<file path="src/rtl/fir_out_decim_pkg.sv">
// Shared definitions for the FIR output stage: data width and the
// round-half-up / arithmetic-shift / clip rule used by stage 1.
package fir_pkg;

  localparam int FIR_DATA_W = 16;

  // Rounded, shifted and clipped value; 32-bit arithmetic leaves ample headroom.
  function automatic logic signed [31:0] sat_round(input logic signed [31:0] value,
                                                   input int shift, input int out_w);
    logic signed [31:0] r;
    logic signed [31:0] hi;
    logic signed [31:0] lo;
    r  = (value + (32'sd1 <<< (shift - 1))) >>> shift;
    hi = (32'sd1 <<< (out_w - 1)) - 32'sd1;
    lo = -(32'sd1 <<< (out_w - 1));
    if (r > hi) r = hi;
    else if (r < lo) r = lo;
    return r;
  endfunction

  // True when the rounded/shifted value falls outside the signed out_w range.
  function automatic logic sat_hit(input logic signed [31:0] value,
                                   input int shift, input int out_w);
    logic signed [31:0] r;
    r = (value + (32'sd1 <<< (shift - 1))) >>> shift;
    return (r > ((32'sd1 <<< (out_w - 1)) - 32'sd1)) || (r < -(32'sd1 <<< (out_w - 1)));
  endfunction

endpackage

</file>
<file path="src/rtl/fir_out_decim_if.sv">
// Sample streams of the FIR output stage: FIR-side input and consumer-side output.
// Handshake: in_valid has no back-pressure; an output transfer happens on every
// rising edge where out_valid && out_ready, and out_data is stable while stalled.
interface fir_out_decim_if
  import fir_pkg::*;
#(
  parameter int OUT_W = 8
);
  logic                         in_valid;
  logic signed [FIR_DATA_W-1:0] in_data;
  logic                         out_valid;
  logic                         out_ready;
  logic signed [OUT_W-1:0]      out_data;

  modport master (output in_valid, in_data, out_ready, input out_valid, out_data);
  modport slave  (input in_valid, in_data, out_ready, output out_valid, out_data);
endinterface

</file>
<file path="src/rtl/fir_out_decim_fifo.sv">
// Synchronous FIFO with extra-MSB pointers and a combinational head read.
module fir_sync_fifo #(
  parameter int W     = 8,
  parameter int DEPTH = 4
) (
  input  logic         clk,
  input  logic         rst,
  input  logic         push,
  input  logic         pop,
  input  logic [W-1:0] wdata,
  output logic [W-1:0] rdata,
  output logic         full,
  output logic         empty
);
  localparam int AW = $clog2(DEPTH);
  localparam logic [AW:0] PTR_ONE = 1;

  logic [W-1:0] mem [DEPTH];
  logic [AW:0]  wptr;
  logic [AW:0]  rptr;
  logic         do_pop;
  logic         do_push;

  assign empty   = (wptr == rptr);
  assign full    = (wptr[AW] != rptr[AW]) && (wptr[AW-1:0] == rptr[AW-1:0]);
  assign do_pop  = pop && !empty;
  // A push into a full FIFO still lands when the head leaves in the same cycle.
  assign do_push = push && (!full || do_pop);
  assign rdata   = mem[rptr[AW-1:0]];

  always_ff @(posedge clk) begin
    if (rst) begin
      wptr <= '0;
      rptr <= '0;
      for (int i = 0; i < DEPTH; i++) mem[i] <= '0;
    end else begin
      if (do_push) begin
        mem[wptr[AW-1:0]] <= wdata;
        wptr              <= wptr + PTR_ONE;
      end
      if (do_pop) rptr <= rptr + PTR_ONE;
    end
  end
endmodule

</file>
<file path="src/rtl/fir_out_decim.sv">
// FIR output stage: decimate, round/shift/saturate, buffer, stream out.
// Define FIR_OUT_DECIM_AVG_EN to feed stage 1 with the sum of each DECIM group.
module fir_out_decim
  import fir_pkg::*;
#(
  parameter int DECIM = 3,
  parameter int SHIFT = 6,
  parameter int OUT_W = 8,
  parameter int DEPTH = 4
) (
  input  logic                clk,
  input  logic                rst,
  fir_out_decim_if.slave      bus,
  output logic                sat_pulse,
  output logic                overflow,
  output logic [3:0]          phase
);
  localparam logic [3:0] LAST_PHASE = 4'(DECIM - 1);

  logic                     sel;
  logic signed [31:0]       sel_val;
  logic                     s1_valid;
  logic [OUT_W-1:0]         s1_data;
  logic                     fifo_full;
  logic                     fifo_empty;
  logic [OUT_W-1:0]         head;

  always_ff @(posedge clk) begin
    if (rst) phase <= '0;
    else if (bus.in_valid) phase <= (phase == LAST_PHASE) ? 4'd0 : phase + 4'd1;
  end

`ifdef FIR_OUT_DECIM_AVG_EN
  localparam int ACC_W = FIR_DATA_W + $clog2(DECIM);
  logic signed [ACC_W-1:0] acc;

  // The closing sample of a group is added combinationally so no input is lost.
  always_comb begin
    sel     = bus.in_valid && (phase == LAST_PHASE);
    sel_val = 32'(acc) + 32'(bus.in_data);
  end

  always_ff @(posedge clk) begin
    if (rst) acc <= '0;
    else if (bus.in_valid) acc <= (phase == LAST_PHASE) ? '0 : ACC_W'(sel_val);
  end
`else
  always_comb begin
    sel     = bus.in_valid && (phase == 4'd0);
    sel_val = 32'(bus.in_data);
  end
`endif

  always_ff @(posedge clk) begin
    if (rst) begin
      s1_valid  <= 1'b0;
      s1_data   <= '0;
      sat_pulse <= 1'b0;
    end else begin
      s1_valid  <= sel;
      sat_pulse <= sel && sat_hit(sel_val, SHIFT, OUT_W);
      if (sel) s1_data <= OUT_W'(sat_round(sel_val, SHIFT, OUT_W));
    end
  end

  fir_sync_fifo #(
    .W     (OUT_W),
    .DEPTH (DEPTH)
  ) u_fifo (
    .clk   (clk),
    .rst   (rst),
    .push  (s1_valid),
    .pop   (bus.out_ready),
    .wdata (s1_data),
    .rdata (head),
    .full  (fifo_full),
    .empty (fifo_empty)
  );

  assign bus.out_valid = !fifo_empty;
  assign bus.out_data  = head;

  always_ff @(posedge clk) begin
    if (rst) overflow <= 1'b0;
    else if (s1_valid && fifo_full && !(bus.out_ready && !fifo_empty)) overflow <= 1'b1;
  end
endmodule

</file>
<file path="src/flat_wrapper.sv">
// flat-port wrapper written by rule: the top's interface ports become plain ports
module fir_out_decim_flat import fir_pkg::*;
#(
  parameter int DECIM = 3,
  parameter int SHIFT = 6,
  parameter int OUT_W = 8,
  parameter int DEPTH = 4
)
  (clk, rst, sat_pulse, overflow, phase, bus_in_valid, bus_in_data, bus_out_ready, bus_out_valid, bus_out_data);
  fir_out_decim_if #(.OUT_W(OUT_W)) bus_i ();
  input  logic clk;
  input  logic rst;
  output logic sat_pulse;
  output logic overflow;
  output logic [3:0] phase;
  input wire logic [$bits(bus_i.in_valid)-1:0] bus_in_valid;
  input wire logic [$bits(bus_i.in_data)-1:0] bus_in_data;
  input wire logic [$bits(bus_i.out_ready)-1:0] bus_out_ready;
  output wire logic [$bits(bus_i.out_valid)-1:0] bus_out_valid;
  output wire logic [$bits(bus_i.out_data)-1:0] bus_out_data;
  assign bus_i.in_valid = bus_in_valid;
  assign bus_i.in_data = bus_in_data;
  assign bus_i.out_ready = bus_out_ready;
  assign bus_out_valid = bus_i.out_valid;
  assign bus_out_data = bus_i.out_data;
  fir_out_decim #(.DECIM(DECIM), .SHIFT(SHIFT), .OUT_W(OUT_W), .DEPTH(DEPTH)) u_core (.clk(clk), .rst(rst), .bus(bus_i), .sat_pulse(sat_pulse), .overflow(overflow), .phase(phase));
endmodule
</file>
<file path="config.mk">
export PLATFORM = sky130hd
export DESIGN_NAME = fir_out_decim_flat
export DESIGN_NICKNAME = d
export VERILOG_FILES = /design/src/rtl/fir_out_decim_pkg.sv /design/src/rtl/fir_out_decim_if.sv /design/src/rtl/fir_out_decim_fifo.sv /design/src/rtl/fir_out_decim.sv /design/src/flat_wrapper.sv
export SDC_FILE = /design/constraint.sdc
export NUM_CORES = 1
export LEC_CHECK = 0
export ABC_AREA = 0
export ABC_CLOCK_PERIOD_IN_PS = 2000
export CAP_MARGIN = 40
export CORE_MARGIN = 2
export CORE_UTILIZATION = 49
export DETAILED_ROUTE_END_ITERATION = 12
export GPL_TIMING_DRIVEN = 0
export PLACE_DENSITY = 0.75
export SYNTH_ARGS = -nofsm -noshare
export SYNTH_HDL_FRONTEND = slang
export SYNTH_SLANG_ARGS = --single-unit
</file>
<file path="constraint.sdc">
create_clock -name clk -period 2 [get_ports clk]
set_input_delay 0.3 -clock clk [delete_from_list [all_inputs] [get_ports clk]]
set_output_delay 0.3 -clock clk [all_outputs]
set_load 0.005 [all_outputs]
</file>
==> impl_metrics.tcl <==
set metrics [dict create \
    required_ns 2.06 \
    timing.critical_path.mode_cell "buf_4" \
    cts-htree-levels 2 \
    wirelength_mm 4.87 \
    setup.worst_path.class "reg2reg" \
    slowest_stage "o41ai_4" \
    io_pins 35 \
    root_buffer "clkbuf_8" \
    portBuffers 27 \
    synth_top_family_by_area "simple AND/OR/NAND/NOR gates" \
    combinationalPowerShare 0.170 \
    crit_chain "xnor2_2, o41ai_4, buf_4, nor4b_4, buf_4, and2_1" \
    synth-seq-area-share 0.542 \
    gp_congestion 0.797 \
    synthSimpleGateAreaFrac 0.213 \
    drtIter0Drc 96 \
    async_flop_share 0 \
    p_sw_uw 564 \
    overflow 0 \
    die_area_um2 5950 \
    worstPathBufferInverterCount 2 \
    final_util 0.632 \
    synth_cell_type_count 40 \
    regToRegStartpoint "u_core.u_fifo.wptr[2]" \
    r2r_slack_ns 0.06 \
    yosys.area.top_type_share 0.367 \
    finalNetCount 287 \
    grt_max_degree 16 \
    power_leakage_nw 1.23 \
    dp_hpwl_mm 3.32 \
    cts_tree "yes" \
    irDropWorstVdd_uv 283 \
    insertion_delay_ns 0.30 \
    synth_common_cells "33 x and2_1, 32 x edfxtp_1, 23 x dfxtp_1, 20 x nor2_1, 14 x nand2_1" \
    drc_errors 0 \
    yosysMostFrequentCell "and2_1" \
    drive_above_1_share 0.219 \
    slew_headroom 0.654 \
    synthXorXnorAreaFrac 0.0434 \
    hold_viol_final 0 \
    end_kind "flop" \
    ctsLongestPathBuffers 2 \
    grt_pass1_wl_mm 7.98 \
    wl_per_cell_um 14.5 \
    synth_warnings 0 \
    clk_pin_slew_ns 0.09 \
    start_kind "flop" \
    ant_nets 0 \
    synthMuxAreaShare 0.0807 \
    status "completed" \
    tns_ns 0 \
    p_per_area_nw_per_um2 729 \
    track_usage 0.171 \
    fin_hold_ws_ns 0.434 \
    syn-instance-count 218 \
    cts_hold_buf 0 \
    dieWidth_um 77.1 \
    fin_crit_ns 1.94 \
    min_from "bus_in_data[15]" \
    synth_nets 241 \
    fp.dieH_um 77.1 \
    critPathMaxStageDelay_ns 0.58 \
    vias_per_cell 5.28 \
    syn_to_final_growth_pct 24.0 \
    yosys-top-cells-area "edfxtp_1 37%, dfxtp_1 18%, and2_1 7.9%" \
    synth_largest_area_cell "edfxtp_1" \
    worstPathArrival_ns 2.00 \
    cts_buffers 5 \
    clock_sinks 55 \
    cp-startpoint "u_core.u_fifo.wptr[2]" \
    ys_seq_elements 55 \
    first_pass_iters 4 \
    synth_edf_count 32 \
    fmax_ghz 0.516 \
    synth_compound_area_frac 0.0902 \
    cap_violations 0 \
    pwr-share-seq 0.556 \
    internal_power_mw 1.81 \
    tightest_slew_ns 0.514 \
    fillers 445 \
    grt_pass1_vias 1707 \
    min_period_over_period 0.968 \
    antenna_cells 0 \
    switching_share 0.238 \
    initial_core_util 0.510 \
    drv_slew 0 \
    clkPwrFrac 0.274 \
    antenna_found_initial 0 \
    vias 1769 \
    core_area_um2 5140 \
    cp_max_fo 8 \
    fin_skew_ns 0.00714 \
    synth_ff_type "edfxtp_1" \
    synth_area_um2 2620 \
    setup_viol 0 \
    rows 26 \
    critical-path-top-delay-family "compound AO/OA/AOI/OAI gates" \
    synthAdderAreaFrac 0.0143 \
    holdCritPathClass "in2reg" \
    avgSynthCellArea_um2 12.0 \
]
[cells by family after synthesis]
| family | Yosys count |
|---|---|
| simple gates | 97 |
| flops | 55 |
| compound gates | 28 |
| xor+xnor | 13 |
| buf+inv | 11 |
| mux | 11 |
| fa+ha+maj | 3 |
[worst register-to-register path, cell delays in order (launching register included)]
cell and delay, ns:
dfxtp_2 0.35, xnor2_2 0.17, o41ai_4 0.58, buf_4 0.21
nor4b_4 0.04, buf_4 0.18, and2_1 0.16
[worst paths after layout]
path	endpoint	cells past startpoint
worst max-delay path	u_core.u_fifo.mem[1][1]	6
worst min-delay path	u_core.s1_data[7]	3
worst max register to register	u_core.u_fifo.mem[1][1]	6
worst min register to register	u_core.overflow	2
[flip-flops by register name (all words and copies together), names as in the netlist, named ones only]
| signal | cells |
|---|---|
| u_core.u_fifo.mem | 32 |
| u_core.s1_data | 8 |
| u_core.phase | 4 |
| u_core.u_fifo.rptr | 3 |
| u_core.u_fifo.wptr | 3 |
| u_core.overflow | 1 |
| u_core.s1_valid | 1 |
| u_core.sat_pulse | 1 |
[area by class of cell]
class                   instances  area (um^2)  area share
flip-flops and latches         55         1440       0.442
multi-input cells             152         1220       0.377
repair buffers                 41          368       0.113
clock buffers                   8          100      0.0308
well taps                      70         87.6      0.0269
plain buffers                   7         26.3     0.00808
inverters                       2         7.51     0.00231
[power by group through the flow]
stage / Sequential (mW) / Clock, mW / Combinational (mW)
2_1_floorplan: 1.31 / 0 / 0.220
3_3_place_gp: 1.33 / 0 / 0.360
3_5_place_dp: 1.33 / 0 / 0.368
4_1_cts: 1.32 / 0.656 / 0.387
5_1_grt: 1.33 / 0.714 / 0.440
6_report: 1.32 / 0.649 / 0.402
[placed cells by master, fill, tap and decap left out, drive strengths merged, types with 8 or more instances in the layout]
| cell | n |
|---|---|
| and2 | 33 |
| edfxtp | 32 |
| dfxtp | 23 |
| nor2 | 20 |
| clkdlybuf4s50 | 18 |
| buf | 15 |
| nand2 | 14 |
| clkbuf | 14 |
| mux4 | 8 |
| dlygate4sd2 | 8 |
| a21oi | 8 |
[layer usage]
layer | up-vias | wire length, um | track usage
li1 | 892 | - | -
met1 | 830 | 2060 | 0.202
met2 | 39 | 2560 | 0.310
met3 | 8 | 182 | 0.0329
met4 | 0 | 72 | 0.0589
met5 | - | 0 | 0
[repair_timing]
action                                  4_1_cts  5_1_grt
resized for setup                            25        6
buffers inserted                             11        3
pin swaps                                     3        2
endpoints found under the setup margin       64       26
[through the flow]
stage,instances,area [um^2],total power [mW],setup WS (ns)
CTS,332,3210,2.36,-0.00727
global placement,315,2980,1.69,-0.473
floorplan,218,2620,1.53,0.0411
global route,335,3250,2.48,-0.00104
finish,335,3250,2.37,0.0633
detailed placement,315,2980,1.70,-0.523
(Power assumes the default switching activity.)
==> patch 1 (same settings) <==
Put one more register stage on the output `overflow`, with the module's reset. The value now appears one clock later. The other outputs are not delayed to match.
--- a/src/rtl/fir_out_decim.sv
+++ b/src/rtl/fir_out_decim.sv
@@ -18,2 +18,4 @@
   localparam logic [3:0] LAST_PHASE = 4'(DECIM - 1);
+
+  logic overflow_s0;
 
@@ -83,5 +85,13 @@
   always_ff @(posedge clk) begin
-    if (rst) overflow <= 1'b0;
-    else if (s1_valid && fifo_full && !(bus.out_ready && !fifo_empty)) overflow <= 1'b1;
+    if (rst) overflow_s0 <= 1'b0;
+    else if (s1_valid && fifo_full && !(bus.out_ready && !fifo_empty)) overflow_s0 <= 1'b1;
   end
+  always_ff @(posedge clk) begin
+    if (rst) begin
+      overflow <= '0;
+    end else begin
+      overflow <= overflow_s0;
+    end
+  end
+
 endmodule
Function: same outputs for any inputs over 10 cycles, from zero or initial values and one cycle with rst high; that may be too few to reach the edited logic, so the function may still have changed.
==> patch 1 against the original RTL <==
Register-to-register slack improved by 20 ps; total power increased by 4.8%; setup slack got worse by 14 ps; area after synthesis decreased by 0.38%; cell area increased by 4.0%; largest cell class unchanged; synthesized cell count decreased by 0.92%; wire length increased by 2.8%; sequential cell count increased by 1; core utilization increased by 2.5 points.
==> patch 1: results (changes against the original RTL) <==
| Metric | Value |
|---|---|
| Total GRT Usage | `17.8% (+0.68 points)` |
| M2 GR Usage | `30.7% (-0.25 points)` |
| Mean Syn Cell Area | `12.1 sq um (+0.54%)` |
| Maximum VDD drop | `0.402 mV (+42%)` |
| Root Driver | `clkbuf_8` |
| Clk Latency, worst-skew pair | `310 ps` |
| Placer congestion estimate | `0.837 (+5.0%)` |
| Drt first-iter violations | `108 (+13%)` |
| Outcome | `complete, no violations` |
| Final Net Count | `294 (+2.4%)` |
| Top cells by count, synth | `and2_1 (32), edfxtp_1 (32), nor2_1 (26)` |
| Worst-path clk slew | `90 ps (about the same)` |
| Area contributors post-synth | `edfxtp_1 (37%), dfxtp_1 (18%), and2_1 (7.7%)` |
| DRT Wirelength | `5.01 mm (+2.8%)` |
| Layout Skew | `8.32 ps (+1.18 ps)` |
| Switch Pwr | `597 uW (+5.8%)` |
| Slew at the pin with the worst max-slew slack | `538 ps (+24.1 ps)` |
| Number of detailed-route iterations in the first pass | `5 (+1)` |
| Layout cells sized above 1 | `23.5% (+1.6 points)` |
| Primary FF master, synth | `edfxtp_1` |
| Syn nets | `239 (-0.83%)` |
| Placed Cells incl. Taps | `316 (+0.32%)` |
| CTS Buffer Depth | `2 (unchanged)` |
| EDFF count, synth | `32 (unchanged)` |
| Largest regs | `u_core.u_fifo.mem: 32 flops, u_core.s1_data: 8 flops, u_core.phase: 4 flops` |
| Critical path fanouts, max | `6 (-2)` |
| Async set or reset register ratio after synthesis | `0% (unchanged)` |
| Place WS | `-483 ps (+40.4 ps)` |
| Initial antenna violation count | `0 (unchanged)` |
| Met3 GRT Util | `3.88% (+0.59 points)` |
| Crit path arrival time | `1650 ps (-350 ps)` |
| # port buffers | `29 (+7.4%)` |
| P_leak | `1.34 nW (+8.8%)` |
| Clock buffer count from CTS | `5 (unchanged)` |
| Vias in the first global route | `1686 (-1.2%)` |
| Pin count of the biggest net entering global routing | `18 (+2)` |
| Seq/Total Area, Yosys | `55.2% (+0.97 points)` |
| Routed vias/inst | `5.32 (+0.72%)` |
| Synth cell types | `41 (+2.5%)` |
| Class of the worst hold path | `in -> reg` |
| Met1 Use GR | `22.3% (+2.1 points)` |
| Antenna Cells | `0 (unchanged)` |
| Ys Warns | `0 (unchanged)` |
| Fmax | `0.513 GHz (-0.71%)` |
| First-pass GRT wire length | `8.14 mm (+2.1%)` |
| Number of H-tree levels | `2 (unchanged)` |
| Post-DP HPWL | `3.22 mm (-3.0%)` |
| Placed inst area | `3000 sq um (+0.59%)` |
| WL/cell | `14.6 um (+0.67%)` |
-- patch 1: changes by cell type after synthesis, moves of 2 or more --
cell,before,now
nand2_1,14,6
inv_1,2,4
o221a_2,6,0
nor2_1,20,26
o21ai_0,0,5
clkbuf_1,7,5
nor3_1,4,2
a211oi_1,0,5
nand3b_1,0,2
xor2_1,7,9
a21oi_1,8,6
-- patch 1: power groups by stage --
stage | sequential [mW] | clock (mW) | combinational (mW)
finish | 1.34 | 0.727 | 0.416
global route | 1.35 | 0.773 | 0.454
CTS | 1.34 | 0.734 | 0.388
detailed placement | 1.35 | 0 | 0.368
global placement | 1.35 | 0 | 0.360
floorplan | 1.33 | 0 | 0.215
-- patch 1: final cells by class --
type | count | area [sq um]
clock buffer | 5 | 68.8
fill | 424 | 1760
inverter | 4 | 15.0
buffer | 4 | 16.3
clock inverter | 3 | 42.5
timing repair buffer | 50 | 463
sequential | 56 | 1460
multi-input combinational | 150 | 1230
tap | 70 | 87.6
-- patch 1: cells by family (layout without fill, tap and decap cells) --
| logic type | after synthesis | count (layout) | share of synthesized area (%) |
|---|---|---|---|
| AOI/OAI and AO/OA | 28 | 28 | 8.24 |
| xor gates and xnor gates | 14 | 14 | 4.70 |
| adders and majority gates | 3 | 3 | 1.44 |
| buffers and inverters | 10 | 66 | 1.44 |
| DFF | 56 | 56 | 55.2 |
| muxes | 11 | 11 | 8.05 |
| and+or+nand+nor | 94 | 94 | 20.9 |
-- patch 1: path summary, 6_finish.rpt --
check / from / end / slack (ps) / depth (start not counted)
setup reg to reg: u_core.u_fifo.wptr[0] / u_core.u_fifo.mem[0][1] / 80 / 5
hold reg to reg: u_core.overflow_s0 / u_core.overflow / 480 / 1
setup / recovery: flop / bus_out_data[2] / 50 / 2
hold / removal: bus_in_data[12] / u_core.s1_data[6] / 450 / 4
-- patch 1: routing by layer --
metal  wire (um)  vias to the layer above
li1            -                      894
met1        2210                      870
met2        2540                       47
met3         177                        8
met4          74                        0
met5           0                        -
-- patch 1: repair_timing --
action                     4_1_cts  5_1_grt
gates resized for setup         25       18
cloned                           0        0
hold buffers                     0        0
buffers inserted                10       10
pin swaps                        5        7
setup endpoints to repair       57       31
-- patch 1: worst max-delay path: stages (launching register included) --
cell and delay, ps:
dfxtp_4 400, mux4_2 490, clkdlybuf4s50_1 450
==> patch 2 (config.mk and constraints unchanged) <==
Without the edit above. Change the package constant `FIR_DATA_W` from 16 to 24.
--- a/src/rtl/fir_out_decim_pkg.sv
+++ b/src/rtl/fir_out_decim_pkg.sv
@@ -4,3 +4,3 @@
 
-  localparam int FIR_DATA_W = 16;
+  localparam int FIR_DATA_W = 24;
 
Ports: changed (resized bus_in_data); port bits go from 35 to 43. No check against the original RTL was run, so the function may have changed too.
==> patch 2 against the original RTL <==
Sequential cell count unchanged; fmax rose by 0.39%; core utilization is 0.13 points higher; area after synthesis is 4.0% higher; critical path type is now reg -> out; largest cell class unchanged; setup slack improved by 7.5 ps; cell area grew 6.0%; cell count grew 8.7%; largest power group unchanged; wire length up 9.9%; total power decreased by 1.7%; critical path depth fell by 3; register-to-register slack improved by 40 ps.
==> patch 2: results (changes against the original RTL) <==
| Metric | Value |
|---|---|
| Outcome | `complete, no violations` |
| WL met3 | `205 um (+13%)` |
| Seq/Total Area, Yosys | `52.2% (-2.1 points)` |
| Worst reg-to-reg setup slack | `100 ps (+40 ps)` |
| Final Net Count | `322 (+12%)` |
| Placed Cells incl. Taps | `347 (+10%)` |
| First-pass GRT wire length | `8.64 mm (+8.3%)` |
| Synth cell types | `39 (-2.5%)` |
| Top cells by count, synth | `and2_1 (32), edfxtp_1 (32), dfxtp_1 (23)` |
| Worst stage delay on the critical path | `480 ps (-100 ps)` |
| Reg2reg start | `u_core.u_fifo.wptr[0]` |
| XOR/XNOR Fraction of Synth Area | `5.14% (+0.80 points)` |
| Inverters | `5 (+3)` |
| Place WS | `-711 ps (-188 ps)` |
| P_leak | `1.30 nW (+6.1%)` |
| Clock network area share | `2.69% (-0.39 points)` |
| Mapped Cells | `239 (+9.6%)` |
| Met1 WL | `2.39 mm (+16%)` |
| Fmax | `0.518 GHz (+0.39%)` |
| Vias in the first global route | `1837 (+7.6%)` |
| Syn nets | `270 (+12%)` |
| Primary FF master, synth | `edfxtp_1` |
| Bufs w/o clock | `55 (+15%)` |
| Slew at the pin with the worst max-slew slack | `471 ps (-43.0 ps)` |
| Compound-Gate Fraction of Synth Area | `7.02% (-2.0 points)` |
| End-of-flow core utilization | `63.4% (+0.13 points)` |
| Adder-cell share of the synthesized area | `1.38% (-0.055 points)` |
| FFs & Latches | `55 (unchanged)` |
| M2 GR Usage | `31.1% (+0.15 points)` |
| PD cells | `675 nW/um^2 (-7.3%)` |
| Area contributors post-synth | `edfxtp_1 (35%), dfxtp_1 (17%), and2_1 (7.3%)` |
| Met2 wire len | `2.73 mm (+6.7%)` |
| Clock buffer count from CTS | `5 (unchanged)` |
| Placed inst area | `3170 sq um (+6.5%)` |
| Crit path arrival time | `1630 ps (-370 ps)` |
| Non-clock buffer share | `13.2% (+1.1 points)` |
| Mux cell area share after synthesis | `8.91% (+0.84 points)` |
| Total GRT Usage | `18.0% (+0.83 points)` |
| Met3 GRT Util | `3.22% (-0.076 points)` |
| Class of the worst hold path | `in -> reg` |
| CP max-delay cell | `mux4_2` |
| Layout Skew | `9.51 ps (+2.37 ps)` |
| Comb_multi_in | `169 (+11%)` |
| # port buffers | `35 (+30%)` |
| Maximum VDD drop | `0.476 mV (+68%)` |
| Placer congestion estimate | `0.824 (+3.3%)` |
| Post-DP HPWL | `3.73 mm (+12%)` |
| Number of H-tree levels | `2 (unchanged)` |
| Pin count of the biggest net entering global routing | `19 (+3)` |
| Clk Latency, worst-skew pair | `310 ps` |
| Met1 Use GR | `23.0% (+2.8 points)` |
| WL/cell | `14.7 um (+1.2%)` |
| Drt first-iter violations | `111 (+16%)` |
| Fraction of area in registers | `41.6% (-2.6 points)` |
| Multi-input logic area | `1360 sq um (+11%)` |
| Post-Layout Cell Count | `364 (+8.7%)` |
| Routed vias | `1950 (+10%)` |
| Layout cells sized above 1 | `21.2% (-0.65 points)` |
| Min-Delay Startpoint | `bus_in_data[9]` |
patch 2: cell types whose count changed after synthesis, moves of 3 or more:
| cell | unedited run | this run |
|---|---|---|
| a32oi_1 | 0 | 4 |
| and4_1 | 1 | 4 |
| inv_1 | 2 | 5 |
| nand2_1 | 14 | 11 |
| nand3_1 | 7 | 11 |
| nand4_1 | 2 | 7 |
| o21ai_0 | 0 | 5 |
| o221a_2 | 6 | 0 |
| o221ai_1 | 0 | 3 |
| or2_1 | 3 | 0 |
| or2_2 | 0 | 3 |
| xnor2_1 | 6 | 10 |
patch 2: cells by family after synthesis:
logic type / after synthesis
flops: 55
simple gates: 108
fa+ha+maj: 3
compound gates: 28
mux: 14
xor+xnor: 16
buf+inv: 15
patch 2: power by group:
group          switching, mW  leakage (nW)  internal (mW)
clock network          0.368        0.0408          0.251
registers             0.0628         0.521           1.26
logic                  0.175         0.741          0.215
total                  0.605          1.30           1.72
patch 2: metrics by stage:
step,setup TNS [ps],hold slack [ps],power (mW)
after global placement,-26240,451,1.70
after CTS,0,486,2.32
final,0,398,2.33
after floorplan,0,456,1.52
after detailed placement,-25750,460,1.71
after global routing,-301,401,2.43
patch 2: what timing repair did:
item | CTS | global route
endpoints found under the hold margin | 0 | 0
endpoints found under the setup margin | 72 | 56
pin swaps | 9 | 7
setup buffers | 7 | 5
hold buffers | 0 | 0
resized for setup | 44 | 20
patch 2: worst paths after layout:
| check | endpoint | cells past startpoint |
|---|---|---|
| max reg2reg | u_core.u_fifo.mem[2][3] | 7 |
| max | bus_out_data[6] | 3 |
| min | u_core.s1_data[3] | 3 |
| min reg2reg | u_core.overflow | 2 |
patch 2: worst max-delay path: cells and delay by family, from the launching register on:
family / cells / cell delay [ps]
multiplexers: 1 / 480
buffers and inverters: 2 / 410
flip-flops: 1 / 440
